==> config.mk <==
export PLATFORM = sky130hd
export DESIGN_NAME = bfm_apb_bridge_arbiter
export DESIGN_NICKNAME = d
export VERILOG_FILES = /design/src/rtl/bfm_apb_bridge_arbiter.sv
export SDC_FILE = /design/constraint.sdc
export NUM_CORES = 1
export LEC_CHECK = 0
export CAP_MARGIN = 10
export CORE_AREA = 10 10 150 152
export DETAILED_ROUTE_END_ITERATION = 7
export DIE_AREA = 0 0 160 162
export PLACE_DENSITY = 0.85
export SYNTH_ARGS = -nofsm -noshare
export SYNTH_HDL_FRONTEND = slang
export SYNTH_SLANG_ARGS = --single-unit
==> constraint.sdc <==
create_clock -name PCLK_PM -period 2.4 [get_ports PCLK_PM]
set_input_delay 0.48 -clock PCLK_PM [delete_from_list [all_inputs] [get_ports PCLK_PM]]
set_output_delay 0.48 -clock PCLK_PM [all_outputs]
set_load 0.02 [all_outputs]
==> src/rtl/bfm_apb_bridge_arbiter.sv <==
// bfm_apb_bridge_arbiter: four-requester APB master arbiter for the bridge PM port
// Ports:
//   PCLK_PM, PRESETN_PM         clock, asynchronous active-low reset
//   REQ/ADDR_IN/WRITE_IN/WDATA_IN  per-requester transfer requests (32-bit slices)
//   GNT, ACK                    one-hot grant and one-cycle completion pulse
//   RDATA_OUT, SLVERR_OUT       response of the last completed transfer
//   BUSY, TIMEOUT_ERR, CLR_TIMEOUT  status, sticky watchdog flag and its clear
//   P*_PM                       APB master bus toward the bridge
module bfm_apb_bridge_arbiter #(
  parameter int          ARB_MODE = 0,
  parameter logic [15:0] TIMEOUT  = 16'd256
) (
  input  logic         PCLK_PM,
  input  logic         PRESETN_PM,
  input  logic [3:0]   REQ,
  input  logic [127:0] ADDR_IN,
  input  logic [3:0]   WRITE_IN,
  input  logic [127:0] WDATA_IN,
  output logic [3:0]   GNT,
  output logic [3:0]   ACK,
  output logic [31:0]  RDATA_OUT,
  output logic         SLVERR_OUT,
  output logic         BUSY,
  output logic         TIMEOUT_ERR,
  input  logic         CLR_TIMEOUT,
  output logic [31:0]  PADDR_PM,
  output logic         PWRITE_PM,
  output logic         PENABLE_PM,
  output logic [31:0]  PWDATA_PM,
  input  logic [31:0]  PRDATA_PM,
  input  logic         PREADY_PM,
  input  logic         PSLVERR_PM
);
  typedef enum logic [1:0] {IDLE, SETUP, ACCESS, DONE} state_t;
  state_t      state, state_nx;
  logic [1:0]  ptr, win, idx;
  logic        found, to_set;
  logic [15:0] wd_cnt;
  // Fixed priority scans 0..3; round-robin scans ptr+1..ptr+4 with 2-bit wrap.
  always_comb begin
    win = 2'd0;
    idx = 2'd0;
    found = 1'b0;
    for (int k = 1; k <= 4; k++) begin
      idx = (ARB_MODE == 1) ? 2'(k - 1) : ptr + 2'(k);
      if (!found && REQ[idx]) begin
        win = idx;
        found = 1'b1;
      end
    end
  end
  always_comb begin
    state_nx = state == IDLE   ? (|REQ ? SETUP : IDLE) :
               state == SETUP  ? ACCESS :
               state == ACCESS ? (PREADY_PM ? DONE : ACCESS) : IDLE;
  end
  always_ff @(posedge PCLK_PM or negedge PRESETN_PM)
    if (!PRESETN_PM) state <= IDLE;
    else state <= state_nx;
  assign BUSY = state != IDLE;
  // Fires once, on the wait cycle that brings the counter up to TIMEOUT.
  assign to_set = state == ACCESS && !PREADY_PM && TIMEOUT != 16'd0 && wd_cnt + 16'd1 == TIMEOUT;
  always_ff @(posedge PCLK_PM or negedge PRESETN_PM)
    if (!PRESETN_PM) begin
      GNT <= '0;
      ACK <= '0;
      RDATA_OUT <= '0;
      SLVERR_OUT <= 1'b0;
      TIMEOUT_ERR <= 1'b0;
      PADDR_PM <= '0;
      PWRITE_PM <= 1'b0;
      PENABLE_PM <= 1'b0;
      PWDATA_PM <= '0;
      ptr <= 2'd3;
      wd_cnt <= '0;
    end else begin
      case (state)
        IDLE: if (|REQ) begin
          GNT <= 4'b0001 << win;
          PADDR_PM <= ADDR_IN[32*win +: 32];
          PWRITE_PM <= WRITE_IN[win];
          PWDATA_PM <= WDATA_IN[32*win +: 32];
          PENABLE_PM <= 1'b0;
          if (ARB_MODE == 0) ptr <= win;
        end
        SETUP: begin
          PENABLE_PM <= 1'b1;
          wd_cnt <= '0;
        end
        ACCESS: if (PREADY_PM) begin
          PENABLE_PM <= 1'b0;
          RDATA_OUT <= PRDATA_PM;
          SLVERR_OUT <= PSLVERR_PM;
          ACK <= GNT;
        end else if (wd_cnt != 16'hFFFF) wd_cnt <= wd_cnt + 16'd1;
        default: begin
          ACK <= '0;
          GNT <= '0;
          PADDR_PM <= '0;
          PWRITE_PM <= 1'b0;
          PWDATA_PM <= '0;
        end
      endcase
      TIMEOUT_ERR <= to_set | (TIMEOUT_ERR & ~CLR_TIMEOUT);
    end
endmodule

==> impl_summary.log <==
INFO  metric detail_route.wirelength.met1 = 11080 µm
INFO  metric cts.root.buffer_cell = sky130_fd_sc_hd__clkbuf_16
INFO  metric dp_hpwl = 23730 µm
INFO  metric cp_cell_sequence = inv_1, ha_1, inv_1, clkdlybuf4s50_1
INFO  metric syn2layout_area_growth = 75.29%
INFO  metric most_common_library_cell_in_the_layout_ignoring_fill_and_taps = sky130_fd_sc_hd__clkdlybuf4s50_1
INFO  metric worstSetupStartpoint = state[0]$_DFF_PN0_
INFO  metric worst-path-max-fanout = 4
INFO  metric detail_route.wl_per_cell = ~22 µm
INFO  metric fp.dieW = between 150 and 200 µm
INFO  metric netlist-cell-type-count = 52
INFO  metric postLayoutCoreUtil = 0.6355
INFO  metric via_count = 7049
INFO  metric via_count_of_the_first_global_routing_pass = around 7.5k
INFO  metric worst_vdd_ir = between 0.0006 and 0.0007 V
INFO  metric crit_path_top_delay_cell = sky130_fd_sc_hd__clkdlybuf4s50_1
INFO  metric finalWorstPathRequiredPeriod = 2.302 ns
INFO  metric worstSkewPairLatency = approximately 0.42 ns
INFO  metric timing.critical_path.required = 1.92 ns
INFO  metric cap_viol_max_count = 0
INFO  metric timing.slew.headroom = 0.6601
INFO  metric die_area = 25920 µm²
INFO  metric cts.repair.resized = 0
INFO  metric layout_worst_path_cycle_share = 0.9593
INFO  metric hold_path_startpoint = PWDATA_PM[19]$_DFFE_PN0P_
INFO  metric worst_ep_arrival_time = 1.82 ns
INFO  metric crit_path_max_incr_delay = approximately 0.65 ns
INFO  metric worst_setup_path_start_kind = register
INFO  metric detail_route.wirelength = ~30000 µm
INFO  metric wl_met2 = 15660 µm
INFO  metric drt_initial_violations = 508
INFO  metric io-pin-count = 410
INFO  metric clkTransAtPathRegs = ~0.060 ns
INFO  metric share_of_final_layout_standard_cells_stronger_than_drive_strength_1 = 0.1152
INFO  metric highest_clock_rate = 0.4343 GHz
INFO  metric hold_path_class = reg2reg
INFO  metric power.density = 1071 nW/µm²
INFO  metric asyncSetResetFlopFracSynth = 1.000
INFO  metric syn_avg_cell_area = approximately 11 µm²
INFO  metric dpl_cell_area = roughly 12000 µm²
INFO  metric cpMostUsedCell = sky130_fd_sc_hd__inv_1
INFO  metric remaining_drc_errors = 0
INFO  metric postRouteAntennaNets = 0
INFO  metric holdWs = slightly below 0.5 ns
INFO  metric cellLeakagePower = 5.304 nW
INFO  metric numCtsBuffers = 17
INFO  metric grt_start_max_net_pins = 74
INFO  metric syn_area = 7033 µm²
INFO  metric finalWeightedCongestion = ~0.88
INFO  metric clock-skew-final = 0.006302 ns
INFO  metric report.final.hold_viol_count = 0
INFO  metric tightestPinTransition = 0.5079 ns
INFO  metric mostFrequentLayoutCells = sky130_fd_sc_hd__clkdlybuf4s50_1, sky130_fd_sc_hd__mux2i_1, sky130_fd_sc_hd__dfrtp_1, sky130_fd_sc_hd__nand2_1, sky130_fd_sc_hd__o221ai_1
INFO  metric dr_wl_met3 = between 2000 and 2500 µm
INFO  metric ctsLongestPathBuffers = 2
INFO  metric ys_seq_elements = about 130
INFO  metric timing.setup.tns = 0 ns
INFO  metric overflow_left_after_global_routing = 0
INFO  metric worst_reg2reg_path_startpoint = ptr[0]$_DFFE_PN1P_
INFO  metric design.core.area = around 19000 µm²
INFO  metric outcome = complete, no violations
INFO  metric syn-instance-count = ~640
INFO  metric yosysWarningCount = 0
INFO  metric tritoncts = done
INFO  metric pre_cts_ws = -0.1849 ns
INFO  metric report.final.slew_viol_count = 0
INFO  metric timing.setup.critical_path_class = reg2out
INFO  metric grt_usage = 0.2214
INFO  metric synth_enable_flop_cells = 0
INFO  metric uppermost_layer_routed = met4
INFO  metric grt_first_pass_wirelength = 45110 µm
INFO  metric htree_num_levels = 4
INFO  metric clock_sinks = 128
INFO  metric ys_dominant_reg_cell = sky130_fd_sc_hd__dfrtp_1
INFO  metric rows = 51
INFO  metric report.final.setup_viol = 0
INFO  metric critical_path.endpoint_type = primary output
INFO  metric finalInstanceArea = 12330 µm²
INFO  metric syn_nets = about 950
INFO  metric rsz0062_at_grt = no
INFO  metric buffer_ports.inserted = just over 400
INFO  metric number_of_nets_in_the_final_layout = ~1.4k
INFO  metric antenna_violations_before_repair = 0
INFO  metric initial_core_util = 0.3626
INFO  metric die_height = 162 µm
INFO  metric insertedDiodeCount = 0
INFO  metric post_drt_via_cell_ratio = 5.257
INFO  metric postCtsSetupBuffers = 0
INFO  metric worst_setup_slack_final = 0.09760 ns
INFO  metric synth-seq-area-share = 0.4558
INFO  metric drt_first_pass_iters = 6
state kept, by name, summed over array words and instances (netlist names):
name / cells
ACK: 4
GNT: 4
PADDR_PM: 32
PENABLE_PM: 1
PWDATA_PM: 32
PWRITE_PM: 1
RDATA_OUT: 32
SLVERR_OUT: 1
TIMEOUT_ERR: 1
ptr: 2
state: 2
wd_cnt: 16
cell usage after synthesis (3+ instances only):
cell,count,area [µm²]
sky130_fd_sc_hd__dfrtp_1,126,3153
sky130_fd_sc_hd__inv_1,13,48.80
sky130_fd_sc_hd__a21oi_1,4,20.02
sky130_fd_sc_hd__nand2b_1,6,37.54
sky130_fd_sc_hd__nand2_1,91,341.6
sky130_fd_sc_hd__o221ai_1,67,586.8
sky130_fd_sc_hd__mux2_2,34,382.9
sky130_fd_sc_hd__nand3_1,19,95.09
sky130_fd_sc_hd__nor3_1,7,35.03
sky130_fd_sc_hd__a21o_1,3,22.52
sky130_fd_sc_hd__o21ai_0,10,50.05
sky130_fd_sc_hd__a211oi_1,4,30.03
sky130_fd_sc_hd__buf_2,14,70.07
sky130_fd_sc_hd__o21ai_1,8,40.04
sky130_fd_sc_hd__buf_6,7,78.83
sky130_fd_sc_hd__ha_1,4,50.05
sky130_fd_sc_hd__mux2i_1,143,1431
sky130_fd_sc_hd__a31oi_1,4,25.02
sky130_fd_sc_hd__clkbuf_1,25,93.84
sky130_fd_sc_hd__nor2_1,11,41.29
sky130_fd_sc_hd__a22o_1,3,26.28
worst max-delay path: cells and delay by family, from the launching register on:
kind / cells / cell delay (ns)
buffers and inverters: 3 / 0.80
flip-flops: 1 / 0.35
adder cells (fa/ha/maj): 1 / 0.24
cell type report:
class                           count  area [µm²]
Clock buffer                       17       425.4
Clock inverter                     15       196.4
Fill cell                        1544        7071
Inverter                           14       52.55
Multi-Input combinational cell    450        3537
Sequential cell                   128        3206
Tap cell                          265       331.6
Timing Repair Buffer              452        4579
worst paths after layout:
check | end | slack (ns) | depth (start not counted)
setup / recovery | BUSY | 0.1 | 4
hold / removal | PWDATA_PM[19]$_DFFE_PN0P_ | 0.48 | 2
setup reg to reg | PADDR_PM[6]$_DFFE_PN0P_ | 0.29 | 7
hold reg to reg | PWDATA_PM[19]$_DFFE_PN0P_ | 0.48 | 2
max in group asynchronous | PADDR_PM[18]$_DFFE_PN0P_ | 1.14 | 3
min in group asynchronous | wd_cnt[6]$_DFFE_PN0P_ | 0.53 | 2
power by group:
part	internal [mW]	total (mW)	leakage (nW)	switching (mW)
clock	1.67	2.78	0.296	1.11
combinational	3.49	7.10	3.35	3.61
sequential	2.89	3.32	1.66	0.423
total	8.06	13.2	5.30	5.15
kinds of logic after synthesis:
kind of cell    after synthesis  share of synthesized area
mux                         180                     0.2633
fa+ha+maj                     4                   0.007116
xor+xnor                      2                   0.002491
flops                       128                     0.4558
compound gates              114                     0.1288
buf+inv                      63                    0.04412
simple gates                150                    0.09838
per-stage QoR:
stage | total power, mW | std cells
after global placement | 10.30 | 1308
after CTS | 13.32 | 1341
after detailed placement | 10.49 | 1308
final | 13.21 | 1341
after floorplan | 7.229 | 641
after global routing | 13.92 | 1341
repair_timing:
action,CTS,global route
endpoints found under the hold margin,24,0
hold buffers,1,0
setup endpoints to repair,0,0
layer usage:
| metal | vias to the layer above | GRT usage |
|---|---|---|
| met5 | - | 0 |
| li1 | 3237 | - |
| met1 | 3399 | 0.2484 |
| met2 | 360 | 0.3923 |
| met3 | 53 | 0.06699 |
| met4 | 0 | 0.07387 |
(Power assumes the default switching activity.)
==> edit 1, RTL diff (same flow settings) <==
Reset style: synchronous (`PRESETN_PM`), changed in 2 clocked blocks. Comments in the files are not updated.
--- a/src/rtl/bfm_apb_bridge_arbiter.sv
+++ b/src/rtl/bfm_apb_bridge_arbiter.sv
@@ -55,5 +55,5 @@
                state == ACCESS ? (PREADY_PM ? DONE : ACCESS) : IDLE;
   end
-  always_ff @(posedge PCLK_PM or negedge PRESETN_PM)
+  always_ff @(posedge PCLK_PM)
     if (!PRESETN_PM) state <= IDLE;
     else state <= state_nx;
@@ -61,5 +61,5 @@
   // Fires once, on the wait cycle that brings the counter up to TIMEOUT.
   assign to_set = state == ACCESS && !PREADY_PM && TIMEOUT != 16'd0 && wd_cnt + 16'd1 == TIMEOUT;
-  always_ff @(posedge PCLK_PM or negedge PRESETN_PM)
+  always_ff @(posedge PCLK_PM)
     if (!PRESETN_PM) begin
       GNT <= '0;
Check against the original RTL: differs if PRESETN_PM is asserted again (counterexample within 4 cycles, from zero or initial values and one cycle with PRESETN_PM low); with PRESETN_PM held inactive, the same outputs for 4 cycles.
==> edit 1 against the original RTL <==
  * Worst setup slack worse by 0.0080 ns
  * Via count up 28%
  * Critical path type unchanged
  * Sequential cell count unchanged
  * Routed wire length up 23%
  * Cell area up 5.8%
  * Fmax down 0.35%
  * Synthesized area up 9.1%
  * Register-to-register slack worse by 0.08 ns
Power is not compared: it rests on default switching activity, and its combinational part moved more than twofold at a synthesized area within 25%.
==> edit 1: results (changes against the original RTL) <==
status=complete, no violations (unchanged); worst r2r src=wd_cnt[0] (was ptr[0]); initial antenna violation count=8 (was 0); first-pass GRT wire length=54200 um (was 45100 um); most numerous cell in the Yosys netlist=nand2_1 (was mux2i_1); layout cell share with drive strength beyond 1=0.159 (was 0.115); vias in the first global route=8915 (was 7514); sequential cell area share=0.196 (was 0.260); worst hold slack=0.453 ns (was 0.485 ns); reg2reg path depth=7 (unchanged); Max-slew headroom=0.605 (was 0.660); Avg WL per Cell=23.2 um (was 22.3 um); Peak Freq=433 MHz (was 434 MHz); CP max FO=6 (was 4); DPL Wire Length=27600 um (was 23700 um); arrival time worst endpoint=1.83 ns; GPL Wtd Cong=0.959 (was 0.879); ClkCell Share=0.0455 (was 0.0504); largest net degree at the start of global routing=66 (was 74); pre-CTS WS=-0.322 ns (was -0.185 ns); Avg Synthesized Cell Area=8.59 um2 (was 11.0 um2); Non-Clock Buffer Area Fraction=0.370 (was 0.371); worst-case clock skew=0.0152 ns (was 0.00630 ns); GR Util All Layers=0.263 (was 0.221); CTS Buf Count=17 (unchanged); area of the multi-input gates=4690 um2 (was 3540 um2); Critical path origin=state[0] (unchanged); number of inserted diodes=5 (was 0); FF+latch count, synth=128 (unchanged); Net Sw Frac=0.328; Filler Cells Inserted=1554 (was 1544); routed wire length=36600 um (was 29800 um); number of vias per cell=5.73 (was 5.26); Logic inverters=6 (was 14); placed cells=1536 (was 1308); Post-DP Area=12400 um2 (was 11700 um2); FF-to-FF End=wd_cnt[5] (was PADDR_PM[6]); Min-Delay Endpoint=RDATA_OUT[21] (was PWDATA_PM[19]); post-synthesis sequential area ratio=0.334 (was 0.456); Worst Hold Path Cells=2 (unchanged); async set-or-reset flop fraction in the synthesized netlist=0 (was 1.00); drt initial violations=739 (was 508); main flop type after synthesis=dfxtp_1 (was dfrtp_1); DRT Pass-1 Iters=7 (was 6); Yosys cell types=56 (was 52); Net Count, Synth=1198 (was 946); Buffers excl. clock=472 (was 452); post-route cell area=13000 um2 (was 12300 um2); number of multi-input logic gates=667 (was 450); Synth area leaders=dfxtp_1, mux2i_1, a21bo_2, nand2_1, o31ai_1 (was dfrtp_1, mux2i_1, o221ai_1, mux2_2, nand2_1); min-delay src=RDATA_OUT[21] (was PWDATA_PM[19]); Post-layout nets=1597 (was 1368); Post-synth top cells=nand2_1, dfxtp_1, nand4_1 (was mux2i_1, dfrtp_1, nand2_1); min-delay worst type=flop to flop (unchanged); worst reg-to-reg setup slack=0.21 ns (was 0.29 ns)
edit 1: logic make-up (layout without fill, tap and decap cells):
| group | count (synthesis) | after routing | synth area share |
|---|---|---|---|
| and+or+nand+nor | 306 | 306 | 0.197 |
| buffers and inverters | 98 | 510 | 0.0618 |
| other | 0 | 5 | 0 |
| AOI/OAI and AO/OA | 290 | 290 | 0.313 |
| adders and majority gates | 4 | 4 | 0.00653 |
| muxes | 66 | 66 | 0.0861 |
| DFF | 128 | 128 | 0.334 |
| xor gates and xnor gates | 1 | 1 | 0.00114 |
edit 1: layer usage:
| metal | vias to the layer above | wire, um | GRT usage |
|---|---|---|---|
| met5 | - | 34 | 0 |
| met4 | 4 | 1420 | 0.124 |
| met3 | 87 | 3820 | 0.0907 |
| met2 | 533 | 17700 | 0.436 |
| met1 | 4234 | 13500 | 0.299 |
| li1 | 4159 | - | - |
edit 1: repair_timing:
item,in CTS,in global routing
gates resized for setup,0,3
buffers inserted,0,1
setup endpoints to repair,0,1
==> edit 2, RTL diff (same flow settings) <==
Made on the original files. Set the parameter `ARB_MODE` to 1 (it was 0).
--- a/src/rtl/bfm_apb_bridge_arbiter.sv
+++ b/src/rtl/bfm_apb_bridge_arbiter.sv
@@ -8,5 +8,5 @@
 //   P*_PM                       APB master bus toward the bridge
 module bfm_apb_bridge_arbiter #(
-  parameter int          ARB_MODE = 0,
+  parameter int          ARB_MODE = 1,
   parameter logic [15:0] TIMEOUT  = 16'd256
 ) (
Function: changed (Yosys sat finds a counterexample within 10 cycles, from zero or initial values and one cycle with PRESETN_PM low).
==> edit 2 against the original RTL <==
  * Power fell by 13%
  * Synthesized cell count fell by 14%
  * Critical path type is now flop to flop
  * First-iteration DRC count fell by 26%
  * Worst setup slack improved by 0.16 ns
  * Critical endpoint is now wd_cnt[1]
  * Sequential cell count fell by 2
  * Routed wire length fell by 1.1%
  * Cell area fell by 2.2%
  * Synthesized area fell by 3.4%
==> edit 2: results (changes against the original RTL) <==
Post-layout nets=1274 (was 1368); multiplexer share of the synthesized area=0.229 (was 0.263); Avg WL per Cell=23.6 um (was 22.3 um); Comb group=5.40 mW (was 7.10 mW); Finished Layout Cells=1249 (was 1341); Seq pwr share=0.279 (was 0.251); Synth Area in Adders=0.00737 (was 0.00712); initial antenna violation count=4 (was 0); Filler Cells Inserted=1555 (was 1544); Max IR drop VDD=0.728 mV (was 0.650 mV); Max-slew headroom=0.590 (was 0.660); DR WL met2=15200 um (was 15700 um); critical path's slowest cell=dfrtp_1 (was clkdlybuf4s50_1); highest metal used=met5 (was met4); arrival time worst endpoint=2.48 ns (was 1.82 ns); vias in the first global route=7244 (was 7514); status=complete, no violations (unchanged); drt initial violations=375 (was 508); post-synthesis sequential area ratio=0.464 (was 0.456); CTS resizes=1 (was 0); worst hold slack=0.0199 ns (was 0.485 ns); largest net degree at the start of global routing=56 (was 74); DPL Wire Length=24100 um (was 23700 um); min-delay worst type=input port to asynchronous set/reset pin (was flop to flop); Yosys cell types=47 (was 52); WL met1=10800 um (was 11100 um); cell leakage power=4.99 nW (was 5.30 nW); layout cell share with drive strength beyond 1=0.115 (about the same); length of routed met3 wiring=2620 um (was 2330 um); pre-CTS WS=-0.125 ns (was -0.185 ns); Crit path largest cell delay=0.47 ns (was 0.65 ns); FF-to-FF End=wd_cnt[1] (was PADDR_PM[6]); synthesized instance count=552 (was 641); number of vias per cell=5.30 (was 5.26); worst reg-to-reg setup slack=0.26 ns (was 0.29 ns); reg2reg path depth=8 (was 7); GPL Wtd Cong=0.906 (was 0.879); GRT met2 Usage=0.382 (was 0.392); CP max FO=9 (was 4); post-synthesis xor/xnor area fraction=0.0103 (was 0.00249); GR Util All Layers=0.222 (was 0.221); Net Sw Power=4.07 mW (was 5.15 mW); M1 GR Usage=0.244 (was 0.248); Largest delay share family, worst path=simple AND/OR/NAND/NOR gates (was buffers and inverters); Synth area leaders=dfrtp_1, mux4_2, a22o_1, mux2_1, mux2i_1 (was dfrtp_1, mux2i_1, o221ai_1, mux2_2, nand2_1); Net Count, Synth=857 (was 946)
==> edit 2: changes by cell type after synthesis, moves of 36 or more <==
cell      change
mux2_1       +36
o221ai_1     -67
mux2i_1     -107
nand2_1      -77
a22o_1       +76
==> edit 2: how the worst max path moves through the flow <==
stage | from | endpoint | slack [ns] | cells past startpoint
after floorplan | state[0] | wd_cnt[3] | 0.29 | 8
after global placement | REQ[1] | PWRITE_PM | -0.06 | 6
after detailed placement | REQ[1] | PADDR_PM[2] | -0.12 | 6
after CTS | wd_cnt[1] | wd_cnt[9] | 0.26 | 6
after global routing | wd_cnt[0] | wd_cnt[1] | 0.07 | 8
final | wd_cnt[0] | wd_cnt[1] | 0.26 | 8
==> edit 2: area by class of cell <==
cell class,count,area [um2],area share
Antenna cell,2,5.00,0.000415
Clock buffer,22,464,0.0385
Clock inverter,10,185,0.0154
Inverter,11,41.3,0.00342
Multi-Input combinational cell,366,3390,0.281
Sequential cell,126,3150,0.261
Tap cell,265,332,0.0275
Timing Repair Buffer,447,4490,0.372
